**src/rtl/bp_pkg.sv**
```systemverilog
// Shared types for the branch resolve path: the per-stage prediction record
// carried alongside each instruction, and the sequential PC increment.
package bp_pkg;

  typedef struct packed {
    logic        valid;
    logic [31:0] pc;
    logic        pred;
    logic [31:0] npc_pred;
  } pred_rec_t;

  localparam logic [31:0] PC_INC = 32'd4;

endpackage

```
**src/rtl/pred_pipe_reg.sv**
```systemverilog
// One pipeline record of fetch-time prediction state. Flush beats stall and
// clears the whole record so a squashed slot never looks like a real branch.
module pred_pipe_reg
  import bp_pkg::*;
(
  input  logic        clk,
  input  logic        rst,
  input  logic        i_stall,
  input  logic        i_flush,
  input  logic        i_valid,
  input  logic [31:0] i_pc,
  input  logic        i_pred,
  input  logic [31:0] i_npc_pred,
  output logic        o_valid,
  output logic [31:0] o_pc,
  output logic        o_pred,
  output logic [31:0] o_npc_pred
);

  pred_rec_t r_rec;

  always_ff @(posedge clk or posedge rst) begin
    if (rst) begin
      r_rec <= '0;
    end else if (i_flush) begin
      r_rec <= '0;
    end else if (!i_stall) begin
      r_rec <= '{valid: i_valid, pc: i_pc, pred: i_pred, npc_pred: i_npc_pred};
    end
  end

  assign o_valid    = r_rec.valid;
  assign o_pc       = r_rec.pc;
  assign o_pred     = r_rec.pred;
  assign o_npc_pred = r_rec.npc_pred;

endmodule

```
**src/rtl/branch_resolve_unit.sv**
```systemverilog
// Carries BTB predictions from fetch to EX, detects mispredictions against the
// resolved branch outcome, and keeps saturating branch/mispredict counters.
module branch_resolve_unit
  import bp_pkg::*;
#(
  parameter int CNT_W = 32
) (
  input  logic             clk,
  input  logic             rst,
  input  logic [31:0]      PCF,
  input  logic             PredF,
  input  logic [31:0]      NPC_PredF,
  input  logic             StallD,
  input  logic             FlushD,
  input  logic             StallE,
  input  logic             FlushE,
  input  logic             IsBrE,
  input  logic             BranchE,
  input  logic [31:0]      BrNPC,
  output logic [31:0]      PCE,
  output logic             PredE,
  output logic [31:0]      NPC_PredE,
  output logic             MispredE,
  output logic [31:0]      RedirectPC,
  output logic [CNT_W-1:0] BrCount,
  output logic [CNT_W-1:0] MispredCount
);

  localparam logic [CNT_W-1:0] CNT_ONE = {{(CNT_W-1){1'b0}}, 1'b1};

  function automatic logic [CNT_W-1:0] sat_inc(input logic [CNT_W-1:0] cnt,
                                               input logic inc);
    if (inc && (cnt != '1)) return cnt + CNT_ONE;
    return cnt;
  endfunction

  logic        w_d_valid;
  logic [31:0] w_d_pc;
  logic        w_d_pred;
  logic [31:0] w_d_npc_pred;
  logic        w_e_valid;
  logic        w_mispred;
  logic        w_retire;
  logic [31:0] w_seq_pc;

  logic [CNT_W-1:0] r_br_cnt;
  logic [CNT_W-1:0] r_mis_cnt;

  // F -> D record
  pred_pipe_reg u_rec_d (
    .clk       (clk),
    .rst       (rst),
    .i_stall   (StallD),
    .i_flush   (FlushD),
    .i_valid   (1'b1),
    .i_pc      (PCF),
    .i_pred    (PredF),
    .i_npc_pred(NPC_PredF),
    .o_valid   (w_d_valid),
    .o_pc      (w_d_pc),
    .o_pred    (w_d_pred),
    .o_npc_pred(w_d_npc_pred)
  );

  // D -> E record
  pred_pipe_reg u_rec_e (
    .clk       (clk),
    .rst       (rst),
    .i_stall   (StallE),
    .i_flush   (FlushE),
    .i_valid   (w_d_valid),
    .i_pc      (w_d_pc),
    .i_pred    (w_d_pred),
    .i_npc_pred(w_d_npc_pred),
    .o_valid   (w_e_valid),
    .o_pc      (PCE),
    .o_pred    (PredE),
    .o_npc_pred(NPC_PredE)
  );

  // EX resolve: the correct next PC is always the actual outcome, so the
  // redirect target does not depend on what was predicted.
  assign w_seq_pc   = PCE + PC_INC;
  assign w_mispred  = w_e_valid &&
                      ((PredE != BranchE) || (PredE && BranchE && (NPC_PredE != BrNPC)));
  assign MispredE   = w_mispred;
  assign RedirectPC = BranchE ? BrNPC : w_seq_pc;

  // Counting happens on the edge where the instruction leaves EX, so a held
  // instruction is counted once and a same-cycle FlushE does not hide it.
  assign w_retire = w_e_valid && !StallE;

  always_ff @(posedge clk or posedge rst) begin
    if (rst) begin
      r_br_cnt  <= '0;
      r_mis_cnt <= '0;
    end else if (w_retire) begin
      r_br_cnt  <= sat_inc(r_br_cnt, IsBrE);
      r_mis_cnt <= sat_inc(r_mis_cnt, w_mispred);
    end
  end

  assign BrCount      = r_br_cnt;
  assign MispredCount = r_mis_cnt;

endmodule
```
**config.mk**
```make
export PLATFORM = sky130hd
export DESIGN_NAME = branch_resolve_unit
export DESIGN_NICKNAME = d
export VERILOG_FILES = /design/src/rtl/bp_pkg.sv /design/src/rtl/pred_pipe_reg.sv /design/src/rtl/branch_resolve_unit.sv
export SDC_FILE = /design/constraint.sdc
export NUM_CORES = 1
export LEC_CHECK = 0
export ABC_AREA = 1
export CAP_MARGIN = 40
export CORE_MARGIN = 2
export CORE_UTILIZATION = 54
export DETAILED_ROUTE_END_ITERATION = 10
export PLACE_DENSITY_LB_ADDON = 0.25
export SLEW_MARGIN = 20
export SYNTH_ARGS = -nofsm -noshare
export SYNTH_HDL_FRONTEND = slang
export SYNTH_HIERARCHICAL = 1
export SYNTH_SLANG_ARGS = --single-unit
```
**constraint.sdc**
```tcl
create_clock -name clk -period 3.9 [get_ports clk]
set_input_delay 0.78 -clock clk [delete_from_list [all_inputs] [get_ports clk]]
set_output_delay 0.78 -clock clk [all_outputs]
set_load 0.005 [all_outputs]
```
# Word-level counts from Yosys, hierarchy flattened
# Cells that the tools add are included.
[word_totals]
register_bits = 196
input_bits = 105
out_inout_bits = 162
wordCells = 40
[op_classes]
n_addsub = 3
eq_ne = 6
muxes = 11
n_reduce_logical = 10
[op_table]
columns = ["cell", "n"]
rows = [
  ["two-way mux 66 bit", 4],
  ["two-way mux 32 bit", 3],
  ["adder 32 x 1 -> 32 bit, second input constant", 2],
  ["!= test 32 bit, second input constant", 2],
  ["adder 32 x 3 -> 32 bit, second input constant", 1],
  ["!= test 32 bit", 1],
  ["logical AND 1 bit", 6],
  ["two-way mux 1 bit", 4],
  ["!= test 2 x 1 -> 1 bit, second input constant", 2],
  ["AND reduction 2 bit", 2],
  ["zero test 1 bit", 1],
  ["logical OR 1 bit", 1],
  ["!= test 1 bit", 1],
]

# Depth between registers and ports, before layout
# Gate-level depths: netlist of the first run.
[logic_depth]
depth_word = 8
mapped_depth = 14
ltp_nobuf = 13

# Cells and area by module
# The synthesis of the first run kept the hierarchy.
[modules_own_cells]
columns = ["mod", "n_inst", "cells_each", "area_each_um2", "seq_area_each_um2"]
rows = [
  ["branch_resolve_unit", 1, 824, 5520.3, 1601.5],
  ["pred_pipe_reg", 2, 288, 2620.0, 1651.6],
]

# Worst setup path after synthesis of the first run
# OpenSTA, ideal clock, no wires.
[synth_path]
path_type = "register to output"
from = "reg u_rec_e.r_rec, in the netlist u_rec_e/o_pc[2]"
to = "out RedirectPC[30]"
arrival_time_ns = 1.688
t_required_ns = 3.120
path_slack_ns = 1.432
stages_incl_launch_ff = 13
n_path_buf = 0
cell_sequence = "dfrtp_1 > ha_1 > nand2_1 > nor3_4 > nand2_2 > nor2_4 > nand2_2 > nor2_4 > nand2_2 > nor2_1 > nand2_1 > nand3_1 > nand2_1"
[synth_via]
elab_chain_cells = 2
[synth_lines]
columns = ["item", "line_no", "source"]
rows = [
  ["start, declared", "pred_pipe_reg.sv:20", "pred_rec_t r_rec;"],
  ["start signal, assigned", "pred_pipe_reg.sv:28", "r_rec <= '{valid: i_valid, pc: i_pc, pred: i_pred, npc_pred: i_npc_pred};"],
  ["adder 32 x 3 -> 32 bit", "branch_resolve_unit.sv:83", "assign w_seq_pc = PCE + PC_INC;"],
  ["two-way mux 32 bit", "branch_resolve_unit.sv:87", "assign RedirectPC = BranchE ? BrNPC : w_seq_pc;"],
  ["end, declared", "branch_resolve_unit.sv:24", "output logic [31:0] RedirectPC,"],
]
# No other way between the ends.

# Worst setup path after layout of the first run
# Same ends and word-level chain as after synthesis.

==> summary.txt, run 1 <==
Critical path
  – Worst setup EP type: output pin
  – WP data required: between 3 and 4 ns
  – Critical path startpoint category: flop
  – Crit path DAT: around 2.9 ns
  – Most frequent CP cell: nand2_2
  – Slowest CP cell: clkdlybuf4s50_1
  – CP cell instances: ha_1, nand2_1, nor3_4, nand2_2, nor2_4, nand2_2, nor2_4, nand2_2, o21ai_1, nand3_1, nand2_1, clkdlybuf4s50_1
  – CP max stage delay: just under 0.5 ns
  – Crit path kind: reg -> out
  – CP top delay family: simple AND/OR/NAND/NOR gates
  – Worst Path Max Fanout: 5
  – Worst path buffer plus inverter count: 1

STA
  – Max Clock Skew: 0.00739 ns
  – Final setup viols: 0
  – Achievable Freq: between 200 and 300 MHz
  – Post-route minimum period: about 3.7 ns
  – Transition time of the tightest slew-check pin: a little over 0.8 ns
  – Slew margin rel.: roughly 46%
  – Setup TNS: 0 ns
  – Max Transition Viols Final: 0
  – RSZ-0062 raised after global routing: false
  – Final Hold Vio Count: 0
  – Fin crit share: 94.0%

Power and ir drop
  – Leakage power: between 0.006 and 0.007 uW
  – Pwr dens: 330 nW/um2
  – Maximum VDD drop: 0.292 mV

Final layout
  – Most common cell after layout, fill and taps aside: nand2_1
  – # fillers: about 1600
  – Proportion of layout cells with a drive suffix above 1: about 5.8%
  – Most frequent cells in the layout: nand2_1, clkdlybuf4s50_1, dfrtp_1
  – Area delta synth->final: 32.1%
  – Final core occ: between 70% and 80%
  – Net count reported at finish: about 1800

Routing
  – DRT iter0 DRCs: 900
  – Number of remaining DRC errors: 0
  – WL/cell: roughly 17 um
  – Initial DRT Pass Iterations: 5
  – Antenna viol nets, final: 0
  – Final WL: between 30000 and 40000 um
  – Vias post-DR: between 10000 and 15000
  – Drt via density: between 5 and 6

Logic synthesis
  – Post-Syn Area: roughly 11000 um2
  – Register area share after synthesis: 45.6%
  – Cells after Synth: 1400
  – Syn Nets: 1509
  – Count of state elements after synthesis: roughly 200
  – Cell variety after synth: 37
  – Yosys warns: 6
  – Syn avg cell area: roughly 7.7 um2

Clocking
  – CTS Sinks: roughly 200
  – Clk_lat worst skew: approximately 0.43 ns
  – Htree depth: 4
  – Clock Tree Root: clkbuf_16
  – Maximum clock path buffer count: 2
  – Clk pin slew, worst setup/hold paths: 0.07 ns
  – Setup repair bufs after CTS: 0
  – CTS tree: built
  – CTS buffer count: 17

Global routing
  – All-Layer GR Usage: between 30% and 40%
  – Initial antenna violation count: 2
  – Vias in the first global route: 10100
  – Total grt overflow: 0
  – First-pass GRT wire length: around 53000 um
  – Largest net degree at the start of global routing: 68

Die
  – Die W: roughly 150 um
  – Std cell rows: 51
  – Die Area: about 21000 um2
  – Ports: approximately 270
  – Initial Utilization: about 55%
  – Core ar.: between 15000 and 20000 um2
  – Die Ht: 145 um

Placed design
  – RePlAce Congestion: around 0.94
  – HPWL after DPL: 22900 um
  – Number of port buffers: 266

Worst hold path
  – Tightest Hold Check Type: reg -> reg

Run status
  – Status: finished, final reports clean

Run
  – Max Cap Viol: 0
-- metrics by stage --
step                cell area, um2  total power, uW  std cells  setup slack [ns]  hold WS, ns
floorplan                    10800             2530       1400              1.43        0.443
finish                       14200             4700       1922             0.233        0.472
global route                 14200             4880       1922            0.0412        0.492
CTS                          14200             4720       1919             0.100        0.469
detailed placement           13600             2900       1887             0.461        0.453
global placement             13600             2880       1886             0.465        0.446
-- power by group --
group,internal [uW],switching [uW],total (uW),leakage [uW]
Clock,1010,813,1830,0.000297
Sequential,2120,92.4,2210,0.00263
Combinational,324,332,656,0.00396
Total,3460,1240,4700,0.00688
-- sequential cells by signal, indices dropped and copies added (netlist names) --
| register | flops |
|---|---|
| BrCount | 32 |
| MispredCount | 32 |
| u_rec_d/o_npc_pred | 32 |
| u_rec_d/o_pc | 32 |
| u_rec_e/o_npc_pred | 32 |
| u_rec_e/o_pc | 32 |
| u_rec_d/o_pred | 1 |
| u_rec_d/o_valid | 1 |
| u_rec_e/o_pred | 1 |
| u_rec_e/o_valid | 1 |
-- final timing paths --
path | start | cells past startpoint | slack [ns] | end
min | u_rec_d/o_npc_pred[20]$_DFFE_PP0P_ | 2 | 0.47 | u_rec_e/o_npc_pred[20]$_DFFE_PP0P_
min reg2reg | u_rec_d/o_npc_pred[20]$_DFFE_PP0P_ | 2 | 0.47 | u_rec_e/o_npc_pred[20]$_DFFE_PP0P_
min in group asynchronous | rst | 2 | 0.64 | MispredCount[28]$_DFFE_PP0P_
max reg2reg | MispredCount[0]$_DFFE_PP0P_ | 11 | 1.21 | MispredCount[1]$_DFFE_PP0P_
max in group asynchronous | rst | 3 | 2.44 | u_rec_d/o_pc[3]$_DFFE_PP0P_
max | u_rec_e/o_pc[2]$_DFFE_PP0P_ | 12 | 0.23 | RedirectPC[30]
-- tightest hold or removal path: cells and delay by family (launching register included) --
family | cells | cell delay (ns)
flops | 1 | 0.34
simple gates | 2 | 0.10
-- cells in the mapped netlist (all sizes together) --
master	instances	area (um2)
and3	1	6.26
nor3	37	238
nor4	6	37.5
inv	92	345
nand2	559	2120
nand4	54	368
buf	48	313
nand3	164	831
a21oi	3	18.8
xor2	61	534
clkbuf	14	52.6
ha	4	50.1
nand3b	2	15.0
conb	1	3.75
dfrtp	196	4900
nor2	86	378
xnor2	43	377
nor3b	2	25.0
or2	3	18.8
o31ai	1	7.51
or3	1	6.26
o21ai	22	110
-- cells by family (layout without fill, tap and decap cells) --
family                     count (synthesis)  after routing  share of synthesized area (%)
and+or+nand+nor                          915            915                           37.6
DFF                                      196            196                           45.6
buffers and inverters                    154            409                           6.60
xor gates and xnor gates                 104            104                           8.47
AOI/OAI and AO/OA                         26             26                           1.27
adders and majority gates                  4              4                          0.465
other                                      1              3                         0.0349
-- per-layer routing --
layer	track usage (%)	up-vias	share of wire, %
met5	0	-	0
met3	6.04	70	7.5
li1	-	4959	-
met2	49.2	461	47
met1	42.4	4943	42
met4	12.5	0	3.2
-- timing repair --
action                     4_1_cts  5_1_grt
setup endpoints to repair        0        2
gates resized for setup          0        1
hold buffers                     0        0
-- final cells by class --
class                      instances  area (um2)  area share, %
sequential                       196        4910           34.5
clock inverter                    11         140          0.986
inverter                          92         345           2.43
clock buffer                      21         470           3.31
tap                              265         332           2.33
antenna                            2        5.00         0.0352
timing repair buffer             285        2860           20.1
multi-input combinational       1050        5150           36.3
Note: power is estimated with default switching activity, not from simulation.
==> run 2, diff against run 1 <==
--- a/config.mk
+++ b/config.mk
@@ -10,7 +10,7 @@
 export CORE_MARGIN = 2
 export CORE_UTILIZATION = 54
 export DETAILED_ROUTE_END_ITERATION = 10
-export PLACE_DENSITY_LB_ADDON = 0.25
+export PLACE_DENSITY = 0.95
 export SLEW_MARGIN = 20
 export SYNTH_ARGS = -nofsm -noshare
 export SYNTH_HDL_FRONTEND = slang
==> run 2 against run 1 <==
Wire length grew 5.8%. Hold slack gained 0.0080 ns. Final cell count shrank 0.16%. Sequential share of layout area shrank 0.061 points. Clock power grew 4%. Sequential power is essentially flat. Largest cell class unchanged. Largest power group unchanged.
==> summary.txt, run 2 (same netlist as run 1, synthesis figures left out) <==
Run status
  – Status: finished, final reports clean

STA
  – RSZ-0062 raised after global routing: false
  – Setup TNS: 0 ns (unchanged)
  – Worst setup margin: 0.210 ns (-0.0228 ns)
  – Post-route minimum period: 3.69 ns (+0.0228 ns)
  – Fin crit share: 94.6% (+0.58 points)
  – Slew margin rel.: 49.2% (+3.0 points)
  – Max Transition Viols Final: 0 (unchanged)
  – Final setup viols: 0 (unchanged)
  – Max Clock Skew: 0.0161 ns (+0.00873 ns)
  – Final Hold Vio Count: 0 (unchanged)
  – Transition time of the tightest slew-check pin: 0.762 ns (-0.0443 ns)
  – Achievable Freq: 271 MHz (-0.62%)

Die
  – Std cell rows: 51 (unchanged)
  – Ports: 267 (unchanged)
  – Die W: 145 um (unchanged)
  – Core ar.: 19500 um2 (unchanged)
  – Die Area: 21100 um2 (unchanged)
  – Die Ht: 145 um (unchanged)
  – Initial Utilization: 55.1% (unchanged)

Clocking
  – Clock Tree Root: clkbuf_16
  – Clk_lat worst skew: 0.44 ns (about the same)
  – Htree depth: 4 (unchanged)
  – CTS tree: built
  – Resized Gates After CTS: 0 (unchanged)
  – Maximum clock path buffer count: 2 (unchanged)
  – CTS buffer count: 17 (unchanged)
  – CTS Sinks: 196 (unchanged)
  – Hold_buf cts: 0 (unchanged)
  – Clk pin slew, worst setup/hold paths: 0.08 ns (about the same)
  – Setup repair bufs after CTS: 0 (unchanged)

Worst hold path
  – Hold Path Cell Cnt: 2 (unchanged)
  – Tightest Hold Check Type: reg -> reg

Global routing
  – Vias in the first global route: 10600 (+5.0%)
  – Largest net degree at the start of global routing: 67 (-1.5%)
  – All-Layer GR Usage: 32.8% (+1.7 points)
  – First-pass GRT wire length: 55400 um (+5.1%)
  – Total grt overflow: 0 (unchanged)
  – Initial antenna violation count: 0 (-2)

Placed design
  – RePlAce Congestion: 0.930 (-1.3%)
  – HPWL after DPL: 24500 um (+7.4%)
  – Number of port buffers: 266 (unchanged)
  – Pre-CTS WS: 0.363 ns (-0.0981 ns)

Power and ir drop
  – Combinational power share: 13.8% (-0.2 points)
  – Pint: 3390 uW (-1.9%)
  – Part of the power in the clock network: 39.7% (+0.8 points)
  – Final Power: 4770 uW (+1.6%)
  – Pwr dens: 335 nW/um2 (+1.4%)
  – Maximum VDD drop: 0.271 mV (-7.3%)
  – Switching share of total power: 28.9% (+2.5 points)
  – Leakage power: 0.00690 uW (+0.18%)
  – P_sw: 1380 uW (+11%)
  – Sequential power share: 46.5% (-0.6 points)

Critical path
  – CP max stage delay: 0.51 ns (+0.02 ns)
  – Crit path kind: reg -> out
  – Worst path buffer plus inverter count: 1 (unchanged)
  – Crit path DAT: 2.91 ns (+0.02 ns)
  – Worst Path Max Fanout: 5 (unchanged)
  – Critical path startpoint category: flop
  – CP cell instances: ha_1, nand2_1, nor3_4, nand2_2, nor2_4, nand2_2, nor2_4, nand2_2, xnor2_1, nand2_1, nand2_1, clkdlybuf4s50_1
  – Worst setup EP type: output pin
  – Slowest CP cell: clkdlybuf4s50_1
  – CP Depth: 12 (unchanged)
  – Reg2Reg Depth: 11 (unchanged)
  – CP top delay family: simple AND/OR/NAND/NOR gates
  – WP data required: 3.12 ns (about the same)

Routing
  – Vias post-DR: 10700 (+3.0%)
  – WL/cell: 17.9 um (+6.0%)
  – DRT iter0 DRCs: 1035 (+15%)
  – Drt via density: 5.60 (+3.2%)
  – Antenna viol nets, final: 0 (unchanged)
  – Final WL: 34400 um (+5.8%)
  – Number of remaining DRC errors: 0 (unchanged)
  – Initial DRT Pass Iterations: 6 (+1)

Final layout
  – Proportion of layout cells with a drive suffix above 1: 5.74% (-0.057 points)
  – Multi-input logic area: 5150 um2 (unchanged)
  – Most common cell after layout, fill and taps aside: nand2_1
  – Ant diodes: 0 (-2)
  – Most frequent cells in the layout: nand2_1, clkdlybuf4s50_1, dfrtp_1
  – Net count reported at finish: 1750 (-0.057%)
  – Area delta synth->final: 32.3%
  – # fillers: 1523 (-3.9%)
  – Area occupied by registers: 4900 um2 (about the same)

Run
  – Max Cap Viol: 0 (unchanged)
-- run 2: tightest hold or removal path, stage by stage, from the launching register on --
cell and delay, ns:
dfrtp_1 0.35, nand2_1 0.06, nand2_1 0.05
-- run 2: worst paths after layout --
kind	start	endpoint	slack, ns
min in group asynchronous	rst	u_rec_d/o_pc[31]$_DFFE_PP0P_	0.79
min	u_rec_d/o_npc_pred[24]$_DFFE_PP0P_	u_rec_e/o_npc_pred[24]$_DFFE_PP0P_	0.48
min reg2reg	u_rec_d/o_npc_pred[24]$_DFFE_PP0P_	u_rec_e/o_npc_pred[24]$_DFFE_PP0P_	0.48
max	u_rec_e/o_pc[2]$_DFFE_PP0P_	RedirectPC[22]	0.21
max reg2reg	MispredCount[0]$_DFFE_PP0P_	MispredCount[22]$_DFFE_PP0P_	1.11
max in group asynchronous	rst	u_rec_e/o_pc[3]$_DFFE_PP0P_	2.20
-- run 2: final cells by class --
cell class / count / share of cell area [%]
Tap cell: 265 / 2.33
Multi-Input combinational cell: 1050 / 36.2
Inverter: 92 / 2.43
Sequential cell: 196 / 34.5
Clock buffer: 17 / 2.99
Timing Repair Buffer: 284 / 20.0
Clock inverter: 15 / 1.58
-- run 2: layer usage --
layer / vias up / part of all wire (%) / wire length (um) / GRT usage, %
li1: 4943 / - / - / -
met1: 5091 / 38 / 13200 / 42.8
met2: 608 / 48 / 16600 / 52.6
met3: 106 / 9.0 / 3090 / 7.42
met4: 0 / 4.2 / 1450 / 15.0
met5: - / 0 / 0 / 0
-- run 2: power groups by stage --
stage | logic, uW | clock network, uW | registers (uW)
2_1_floorplan | 297 | 0 | 2230
3_5_place_dp | 648 | 0 | 2250
5_1_grt | 715 | 2010 | 2230
3_3_place_gp | 633 | 0 | 2250
4_1_cts | 653 | 1910 | 2210
6_report | 656 | 1900 | 2220
-- run 2: metrics by stage --
stage	instances	cell area [um2]	hold WS, ns	utilization (%)
after floorplan	1400	10800	0.443	-
after global placement	1886	13600	0.449	69.4
after detailed placement	1886	13600	0.455	69.4
after CTS	1918	14200	0.473	72.7
after global routing	1919	14200	0.486	72.9
final	1919	14200	0.480	72.9
